`config.mk`:
```
export PLATFORM = sky130hd
export DESIGN_NAME = uart_tx_arbiter_flat
export DESIGN_NICKNAME = d
export VERILOG_FILES = /design/src/rtl/uart_tx_arbiter_if.sv /design/src/rtl/uart_tx_arbiter.sv /design/src/flat_wrapper.sv
export SDC_FILE = /design/constraint.sdc
export NUM_CORES = 1
export LEC_CHECK = 0
export BUFFER_PORTS_ARGS = -buffer_cell sky130_fd_sc_hd__buf_2
export CAP_MARGIN = 20
export CORE_MARGIN = 5
export CORE_UTILIZATION = 40
export DETAILED_ROUTE_END_ITERATION = 10
export GPL_ROUTABILITY_DRIVEN = 0
export HOLD_SLACK_MARGIN = 0.03
export PLACE_DENSITY_LB_ADDON = 0.25
export SETUP_SLACK_MARGIN = 0.4
export SYNTH_ARGS = -nofsm -noshare
export SYNTH_HDL_FRONTEND = slang
export SYNTH_SLANG_ARGS = --single-unit
```
`constraint.sdc`:
```
create_clock -name clk -period 4.3 [get_ports clk]
set_clock_uncertainty 0.1 [all_clocks]
set_input_delay 0.86 -clock clk [delete_from_list [all_inputs] [get_ports clk]]
set_output_delay 0.86 -clock clk [all_outputs]
set_load 0.01 [all_outputs]
```
`src/rtl/uart_tx_arbiter_if.sv`:
```
// ---------------------------------------------------------------------------
// uart_tx_arbiter_if
// Handshake bundle between the byte-stream requesters, the frame arbiter and
// the UART TX FIFO write port.
//
//   req_data          requester i byte at [i*DATA_WIDTH +: DATA_WIDTH]
//   req_valid         requester i has a byte
//   req_last          byte from requester i ends its frame
//   req_ready         byte from requester i accepted when valid & ready
//   fifo_ready        TX FIFO can accept a byte
//   tx_data_in        byte written to the TX FIFO
//   tx_data_in_valid  TX FIFO write strobe
//
// master: requester + FIFO side (drives requests and fifo_ready)
// slave : arbiter side
// ---------------------------------------------------------------------------
interface uart_tx_arbiter_if #(
    parameter int DATA_WIDTH = 8,
    parameter int NUM_REQ    = 3
);
    logic [NUM_REQ*DATA_WIDTH-1:0] req_data;
    logic [NUM_REQ-1:0]            req_valid;
    logic [NUM_REQ-1:0]            req_last;
    logic [NUM_REQ-1:0]            req_ready;
    logic                          fifo_ready;
    logic [DATA_WIDTH-1:0]         tx_data_in;
    logic                          tx_data_in_valid;

    modport master (
        output req_data, req_valid, req_last, fifo_ready,
        input  req_ready, tx_data_in, tx_data_in_valid
    );

    modport slave (
        input  req_data, req_valid, req_last, fifo_ready,
        output req_ready, tx_data_in, tx_data_in_valid
    );
endinterface

```
`src/rtl/uart_tx_arbiter.sv`:
```
// ---------------------------------------------------------------------------
// uart_tx_arbiter
// Frame-level round-robin arbiter sharing the single UART TX FIFO write port
// between NUM_REQ byte-stream requesters. A grant is held for a whole frame
// (ended by a transfer carrying req_last) so frames never interleave on the
// serial line. A stall timeout releases the port if the owner stops sending
// mid-frame for STALL_LIMIT enabled cycles.
//
// Ports:
//   clk     system clock
//   rst_n   asynchronous active-low reset
//   ena     global enable; low freezes all state and blocks transfers
//   bus     uart_tx_arbiter_if.slave (requester handshakes + FIFO port)
//   grant   one-hot current owner, 0 when idle
//   busy    a frame is in progress
//   abort   one-cycle pulse in the cycle a stall-timeout release happens
// ---------------------------------------------------------------------------
module uart_tx_arbiter #(
    parameter int DATA_WIDTH  = 8,
    parameter int NUM_REQ     = 3,
    parameter int STALL_LIMIT = 1024
) (
    input  logic               clk,
    input  logic               rst_n,
    input  logic               ena,
    uart_tx_arbiter_if.slave   bus,
    output logic [NUM_REQ-1:0] grant,
    output logic               busy,
    output logic               abort
);

    localparam int PTR_W = $clog2(NUM_REQ);
    localparam int CNT_W = (STALL_LIMIT > 1) ? $clog2(STALL_LIMIT) : 1;

    typedef enum logic {
        IDLE,
        LOCKED
    } state_t;

    state_t               state_q, state_d;
    logic [NUM_REQ-1:0]   grant_q, grant_d;
    logic [PTR_W-1:0]     owner_q, owner_d;
    logic [PTR_W-1:0]     rr_q, rr_d;
    logic [CNT_W-1:0]     stall_q, stall_d;

    logic                 owner_valid;
    logic                 owner_last;
    logic [DATA_WIDTH-1:0] owner_data;
    logic [PTR_W-1:0]     owner_next;
    logic                 pick_found;
    logic [PTR_W-1:0]     pick_idx;
    logic                 transfer;
    int                   cand;

    // Owner-side view of the requester bus. grant_q is zero when idle, so the
    // reductions naturally read as "no owner activity" outside a frame.
    always_comb begin
        owner_valid = |(bus.req_valid & grant_q);
        owner_last  = |(bus.req_last & grant_q);
        owner_data  = '0;
        for (int i = 0; i < NUM_REQ; i++) begin
            if (grant_q[i]) begin
                owner_data = bus.req_data[i*DATA_WIDTH +: DATA_WIDTH];
            end
        end
        owner_next = (owner_q == PTR_W'(NUM_REQ - 1)) ? '0 : owner_q + 1'b1;
    end

    // Circular search for the first valid requester starting at the rr
    // pointer; the wrap is done with a subtract so NUM_REQ need not be a
    // power of two.
    always_comb begin
        pick_found = 1'b0;
        pick_idx   = '0;
        cand       = 0;
        for (int k = 0; k < NUM_REQ; k++) begin
            cand = int'(rr_q) + k;
            if (cand >= NUM_REQ) begin
                cand = cand - NUM_REQ;
            end
            if (!pick_found && bus.req_valid[cand[PTR_W-1:0]]) begin
                pick_found = 1'b1;
                pick_idx   = cand[PTR_W-1:0];
            end
        end
    end

    // Next-state and output logic. Both frame end and stall timeout leave
    // through the same release path: back to IDLE, pointer moved past the
    // owner so the next frame goes to someone else first.
    always_comb begin
        state_d              = state_q;
        grant_d              = grant_q;
        owner_d              = owner_q;
        rr_d                 = rr_q;
        stall_d              = stall_q;
        abort                = 1'b0;
        transfer             = 1'b0;
        bus.req_ready        = '0;
        bus.tx_data_in_valid = 1'b0;
        bus.tx_data_in       = '0;

        case (state_q)
            IDLE: begin
                if (ena && pick_found) begin
                    state_d = LOCKED;
                    grant_d = NUM_REQ'(1) << pick_idx;
                    owner_d = pick_idx;
                    stall_d = '0;
                end
            end

            LOCKED: begin
                bus.req_ready        = grant_q & {NUM_REQ{bus.fifo_ready & ena}};
                transfer             = owner_valid & bus.fifo_ready & ena;
                bus.tx_data_in_valid = transfer;
                if (transfer) begin
                    bus.tx_data_in = owner_data;
                    stall_d        = '0;
                    if (owner_last) begin
                        state_d = IDLE;
                        grant_d = '0;
                        rr_d    = owner_next;
                    end
                end else if (ena && !owner_valid) begin
                    // Only a silent owner counts as stalled; a full FIFO
                    // with valid high is ordinary backpressure.
                    if (stall_q == CNT_W'(STALL_LIMIT - 1)) begin
                        abort   = 1'b1;
                        state_d = IDLE;
                        grant_d = '0;
                        rr_d    = owner_next;
                        stall_d = '0;
                    end else begin
                        stall_d = stall_q + 1'b1;
                    end
                end
            end

            default: begin
                state_d = IDLE;
                grant_d = '0;
            end
        endcase
    end

    // State register; ena low needs no term here because the next-state
    // logic already holds every register when ena is low.
    always_ff @(posedge clk or negedge rst_n) begin
        if (!rst_n) begin
            state_q <= IDLE;
            grant_q <= '0;
            owner_q <= '0;
            rr_q    <= '0;
            stall_q <= '0;
        end else begin
            state_q <= state_d;
            grant_q <= grant_d;
            owner_q <= owner_d;
            rr_q    <= rr_d;
            stall_q <= stall_d;
        end
    end

    assign grant = grant_q;
    assign busy  = (state_q == LOCKED);

endmodule

```
`src/flat_wrapper.sv`:
```
// flat-port wrapper written by rule: the top's interface ports become plain ports
module uart_tx_arbiter_flat 
#(
    parameter int DATA_WIDTH  = 8,
    parameter int NUM_REQ     = 3,
    parameter int STALL_LIMIT = 1024
)
  (clk, rst_n, ena, grant, busy, abort, bus_req_data, bus_req_valid, bus_req_last, bus_fifo_ready, bus_req_ready, bus_tx_data_in, bus_tx_data_in_valid);
  uart_tx_arbiter_if #(.DATA_WIDTH(DATA_WIDTH), .NUM_REQ(NUM_REQ)) bus_i ();
  input  logic clk;
  input  logic rst_n;
  input  logic ena;
  output logic [NUM_REQ-1:0] grant;
  output logic busy;
  output logic abort;
  input wire logic [$bits(bus_i.req_data)-1:0] bus_req_data;
  input wire logic [$bits(bus_i.req_valid)-1:0] bus_req_valid;
  input wire logic [$bits(bus_i.req_last)-1:0] bus_req_last;
  input wire logic [$bits(bus_i.fifo_ready)-1:0] bus_fifo_ready;
  output wire logic [$bits(bus_i.req_ready)-1:0] bus_req_ready;
  output wire logic [$bits(bus_i.tx_data_in)-1:0] bus_tx_data_in;
  output wire logic [$bits(bus_i.tx_data_in_valid)-1:0] bus_tx_data_in_valid;
  assign bus_i.req_data = bus_req_data;
  assign bus_i.req_valid = bus_req_valid;
  assign bus_i.req_last = bus_req_last;
  assign bus_i.fifo_ready = bus_fifo_ready;
  assign bus_req_ready = bus_i.req_ready;
  assign bus_tx_data_in = bus_i.tx_data_in;
  assign bus_tx_data_in_valid = bus_i.tx_data_in_valid;
  uart_tx_arbiter #(.DATA_WIDTH(DATA_WIDTH), .NUM_REQ(NUM_REQ), .STALL_LIMIT(STALL_LIMIT)) u_core (.clk(clk), .rst_n(rst_n), .ena(ena), .bus(bus_i), .grant(grant), .busy(busy), .abort(abort));
endmodule
```
# Word-level counts from Yosys, hierarchy flattened
# Cells that the tools add are included.
totals:
  ff_bits: 18
  out_inout_bits: 17
  wordCells: 96
  in_bits: 34
op_classes:
  mux: 48
  add_sub_neg: 7
  shifts: 1
  n_bitwise: 7
  n_lt_le_gt_ge: 6
  n_reduce_logical: 15
  eq_ne: 7
op_table:
  columns: ["cell", "n"]
  rows:
  - ["10-bit 2-to-1 mux", 4]
  - ["8-bit 2-to-1 mux", 5]
  - ["2-bit 2-to-1 mux", 11]
  - ["10-bit one-hot mux with 2 select lines", 1]
  - ["3-bit 2-to-1 mux", 6]
  - ["1-bit 2-to-1 mux", 16]
  - ["10-bit by 1-bit adder with 10-bit output (second input constant)", 1]
  - ["10-bit == test (second input constant)", 1]
  - ["3-bit AND", 3]
  - ["2-bit by 3-bit less-than comparator with 1-bit output (second input constant)", 3]
  - ["3-bit != test (second input constant)", 3]
  - ["4-bit AND reduction", 2]
  - ["1-bit binary-select mux with 2-bit select", 3]
  - ["3-bit by 2-bit >= comparator with 1-bit output (second input constant)", 2]
  - ["3-bit one-hot mux with 2 select lines", 1]
  - ["3-bit OR reduction", 2]
  - ["1-bit logical AND", 4]
  - ["2-bit by 1-bit != test with 1-bit output (second input constant)", 2]
  - ["2-bit AND reduction", 2]
  - ["2-bit nonzero test", 2]
  - ["2-bit by 1-bit subtractor with 2-bit output (second input constant)", 2]
  - ["2-bit by 1-bit adder with 3-bit output (second input constant)", 1]
  - ["2-bit by 2-bit adder with 3-bit output (second input constant)", 1]
  - ["1-bit AND", 3]
  - ["other kinds (8)", 10]

# Longest topological paths before layout
logic_depth:
  depth_word: 14
  ltp_mapped: 8
  depth_no_buf: 7

# Worst setup path after synthesis
# OpenSTA, ideal clock, no wires.
synth_path:
  kind: "input port to output port"
  from: "input port bus_req_valid[0]"
  to: "output port abort"
  n_path_buf: 0
  t_arrival_ps: 1864
  t_required_ps: 3340
  setup_slack_ps: 1476
  stages: 3
  path_cell_list: "a222oi_1 -> and3_2 -> and2_1"
synth_between:
  elab_chain_cells: 7
  elab_cells_between_ends: 9
  classes_between: "3 x mux; 3 x bitwise; 3 x reduce/logical"
synth_lines:
  columns: ["element", "line", "rtl"]
  rows:
  - ["start, declared", "flat_wrapper.sv:17", "input wire logic [$bits(bus_i.req_valid)-1:0] bus_req_valid;"]
  - ["3-bit AND *", "uart_tx_arbiter.sv:58", "owner_valid = |(bus.req_valid & grant_q);"]
  - ["3-bit OR reduction *", "uart_tx_arbiter.sv:58", null]
  - ["1-bit zero test", "uart_tx_arbiter.sv:125", "end else if (ena && !owner_valid) begin"]
  - ["1-bit logical AND", "uart_tx_arbiter.sv:125", null]
  - ["1-bit 2-to-1 mux", "uart_tx_arbiter.sv:125", null]
  - ["1-bit 2-to-1 mux *", "uart_tx_arbiter.sv:117", "if (transfer) begin"]
  - ["1-bit 2-to-1 mux *", "uart_tx_arbiter.sv:103", "case (state_q)"]
  - ["end, declared", "flat_wrapper.sv:15", "output logic abort;"]
# Every way passes the cells marked *; elsewhere a longest branch is shown, timed or not.

# Worst setup path in the final report
layout_path:
  from: "input port bus_req_valid[0]"
  to: "output port bus_tx_data_in[2]"
layout_between:
  elab_chain_cells: 6
layout_lines:
  columns: ["element", "line", "rtl"]
  rows:
  - ["3-bit AND", "uart_tx_arbiter.sv:58", null]
  - ["3-bit OR reduction", "uart_tx_arbiter.sv:58", null]
  - ["1-bit AND (2 in a row)", "uart_tx_arbiter.sv:115", "transfer = owner_valid & bus.fifo_ready & ena;"]
  - ["8-bit 2-to-1 mux", "uart_tx_arbiter.sv:117", null]
  - ["8-bit 2-to-1 mux", "uart_tx_arbiter.sv:103", null]
  - ["end, declared", "flat_wrapper.sv:21", "output wire logic [$bits(bus_i.tx_data_in)-1:0] bus_tx_data_in;"]
# Every way passes these cells.

==> results.yml <==
placed_design:
  pre_cts_ws_ns: 0.994
  place_inst: 273
  hpwl_um: 2980
  portBuffers: 50
synth:
  synth_seq_cells: 18
  yosysUniqueCellTypes: 53
  yosysSeqAreaShare_pct: 30.5
  ys.flop_type: "dfrtp_1"
  syn_nets: 221
  synthesis.area_um2: 1480
  avgSynthCellArea_um2: 8.12
  async_reset_ff_share_pct: 100
  ys_warn_count: 0
  synth_edf_count: 0
  syn_inst: 182
worst_hold_path:
  hold_path_class: "flip-flop to flip-flop"
cts:
  cts_inserted_buffers: 3
  cts_max_level: 1
  postCtsSetupBuffers: 0
  insertion_delay_ns: 0.25
  cts_tree: "built"
  cts_resized: 0
  cts_hold_buffers: 0
  clkTransAtPathRegs_ns: 0.07
  cts_buffer_depth: 2
  root_buffer: "clkbuf_8"
  clock_sinks: 18
final_layout:
  layout_commonest_cell: "buf_2"
  layout_common_cells: "buf_2 (50), nor2_1 (27), dfrtp_1 (18)"
  area_growth_pct: 21.8
  nets: 269
  diodes: 0
  drive_gt1_share_pct: 28.8
  instances_no_fill: 277
detailed_routing:
  drt_iter0_drc: 61
  drt_wl_total_um: 3840
  drtAntennaViolNets: 0
  drc_errors: 0
  post_drt_wl_per_cell_um: 13.9
  drt_first_pass_iters: 5
  num_vias: 1504
  viasPerCell: 5.43
floorplanning:
  die_w_um: 70.8
  ios: 51
  num_rows: 22
  core_area_um2: 3630
  start_util_pct: 40.7
  dieArea_um2: 5010
  die_h_um: 70.8
pwr:
  p_int_mw: 0.529
  power_leakage_nw: 0.909
  p_comb_share_pct: 52.7
  fin_total_pwr_mw: 0.954
  pwr-share-seq_pct: 32.5
  powerDensity_nw_per_um2: 530
  p_sw_share_pct: 44.6
  ir_drop_mv: 0.267
  clkPwrFrac_pct: 14.8
  switchingPower_mw: 0.426
timing:
  rsz0062_at_grt: "false"
  setup_violations: 0
  setup_ws_ns: 1.00
  period_needed_ns: 3.30
  worstMarginPinSlew_ns: 0.731
  finalSetupTns_ns: 0
  slew_headroom_pct: 51.2
  hold_viol_final: 0
  slew_viol_final: 0
  fin_crit_sh_pct: 76.7
  timing.fmax_mhz: 303
setup_path:
  cp-start-kind: "input pin"
  worstPathArrival_ns: 2.34
  critPathKind: "input pin to output port"
  crit_path_end_kind: "output port"
  required_ns: 3.34
  crit_fanout: 10
global_route:
  overflow: 0
  grt_max_degree: 22
  grt.total_usage_pct: 15.7
  antenna_found_initial: 0
  grt_pass1_wl_um: 6540
  grt_pass1_vias: 1385
outcome:
  outcome: "finished, final reports clean"
job:
  drv_cap: 0
[layer usage]
layer | vias up | GRT usage (%) | part of all wire, %
li1 | 769 | - | -
met1 | 666 | 21.1 | 47
met2 | 63 | 24.6 | 42
met3 | 6 | 4.12 | 9.5
met4 | 0 | 4.59 | 1.9
met5 | - | 0 | 0
[cells in the mapped netlist, types with 2 or more instances]
cell type,number,area (um^2)
a21oi_1,12,60.1
a222oi_1,2,20.0
a22oi_1,8,60.1
a31oi_1,6,37.5
and2_1,5,31.3
and3_1,5,31.3
and3_2,2,15.0
clkbuf_1,2,7.51
dfrtp_1,18,450
ha_1,5,62.6
inv_1,10,37.5
mux2i_1,3,30.0
nand2_1,17,63.8
nand2b_1,5,31.3
nand3_1,5,25.0
nand4_1,3,18.8
nor2_1,27,101
nor2b_1,2,12.5
o21ai_0,6,30.0
o21ai_1,3,15.0
o22ai_1,3,18.8
o31ai_1,2,15.0
[critical path: stages]
cell	delay, ns
buf_2	0.13
a222oi_1	0.69
or2b_1	0.42
nor2_1	0.09
buf_2	0.15
[area by class of cell]
type	instances	area, um^2
Clock buffer	4	55.1
Fill cell	359	1830
Inverter	10	37.5
Multi-Input combinational cell	147	947
Sequential cell	18	450
Tap cell	48	60.1
Timing Repair Buffer	50	250
[worst paths after layout]
kind | startpoint | end | slack, ns | depth (start not counted)
max reg2reg | u_core.grant[2]$_DFFE_PN0P_ | u_core.grant[1]$_DFFE_PN0P_ | 1.80 | 5
max in group asynchronous | rst_n | u_core.grant[1]$_DFFE_PN0P_ | 3.37 | 1
max | bus_req_valid[0] | bus_tx_data_in[2] | 1.00 | 5
min in group asynchronous | rst_n | u_core.stall_q[2]$_DFFE_PN0P_ | 0.43 | 1
min reg2reg | u_core.owner_q[1]$_DFFE_PN0P_ | u_core.rr_q[0]$_DFFE_PN0P_ | 0.38 | 1
min | u_core.owner_q[1]$_DFFE_PN0P_ | u_core.rr_q[0]$_DFFE_PN0P_ | 0.38 | 1
[power by group through the flow]
| stage | Clock [mW] | Combinational, mW | Sequential, mW |
|---|---|---|---|
| finish | 0.142 | 0.503 | 0.310 |
| global route | 0.149 | 0.575 | 0.328 |
| CTS | 0.144 | 0.505 | 0.309 |
| detailed placement | 0 | 0.502 | 0.313 |
| global placement | 0 | 0.503 | 0.310 |
| floorplan | 0 | 0.420 | 0.279 |
[registers in the layout, indices dropped and copies added, names as in the netlist]
name	flops
u_core.busy	1
u_core.grant	3
u_core.owner_q	2
u_core.rr_q	2
u_core.stall_q	10
[cell families (layout without fill, tap and decap cells)]
family	after synthesis	after routing	share of synthesized area [%]
AO/OA/AOI/OAI	59	59	29.8
buffers and inverters	17	64	5.42
multiplexers	4	4	2.79
AND/OR/NAND/NOR	79	79	27.3
flip-flops	18	18	30.5
adder cells (fa/ha/maj)	5	5	4.23
[per-stage QoR]
stage	cell area, um^2	util, %	hold WS (ns)
after CTS	1800	49.6	0.381
after floorplan	1480	-	0.339
after detailed placement	1750	48.0	0.369
after global routing	1800	49.6	0.429
final	1800	49.6	0.380
after global placement	1750	48.0	0.366
Power figures use the tool's default switching activity.
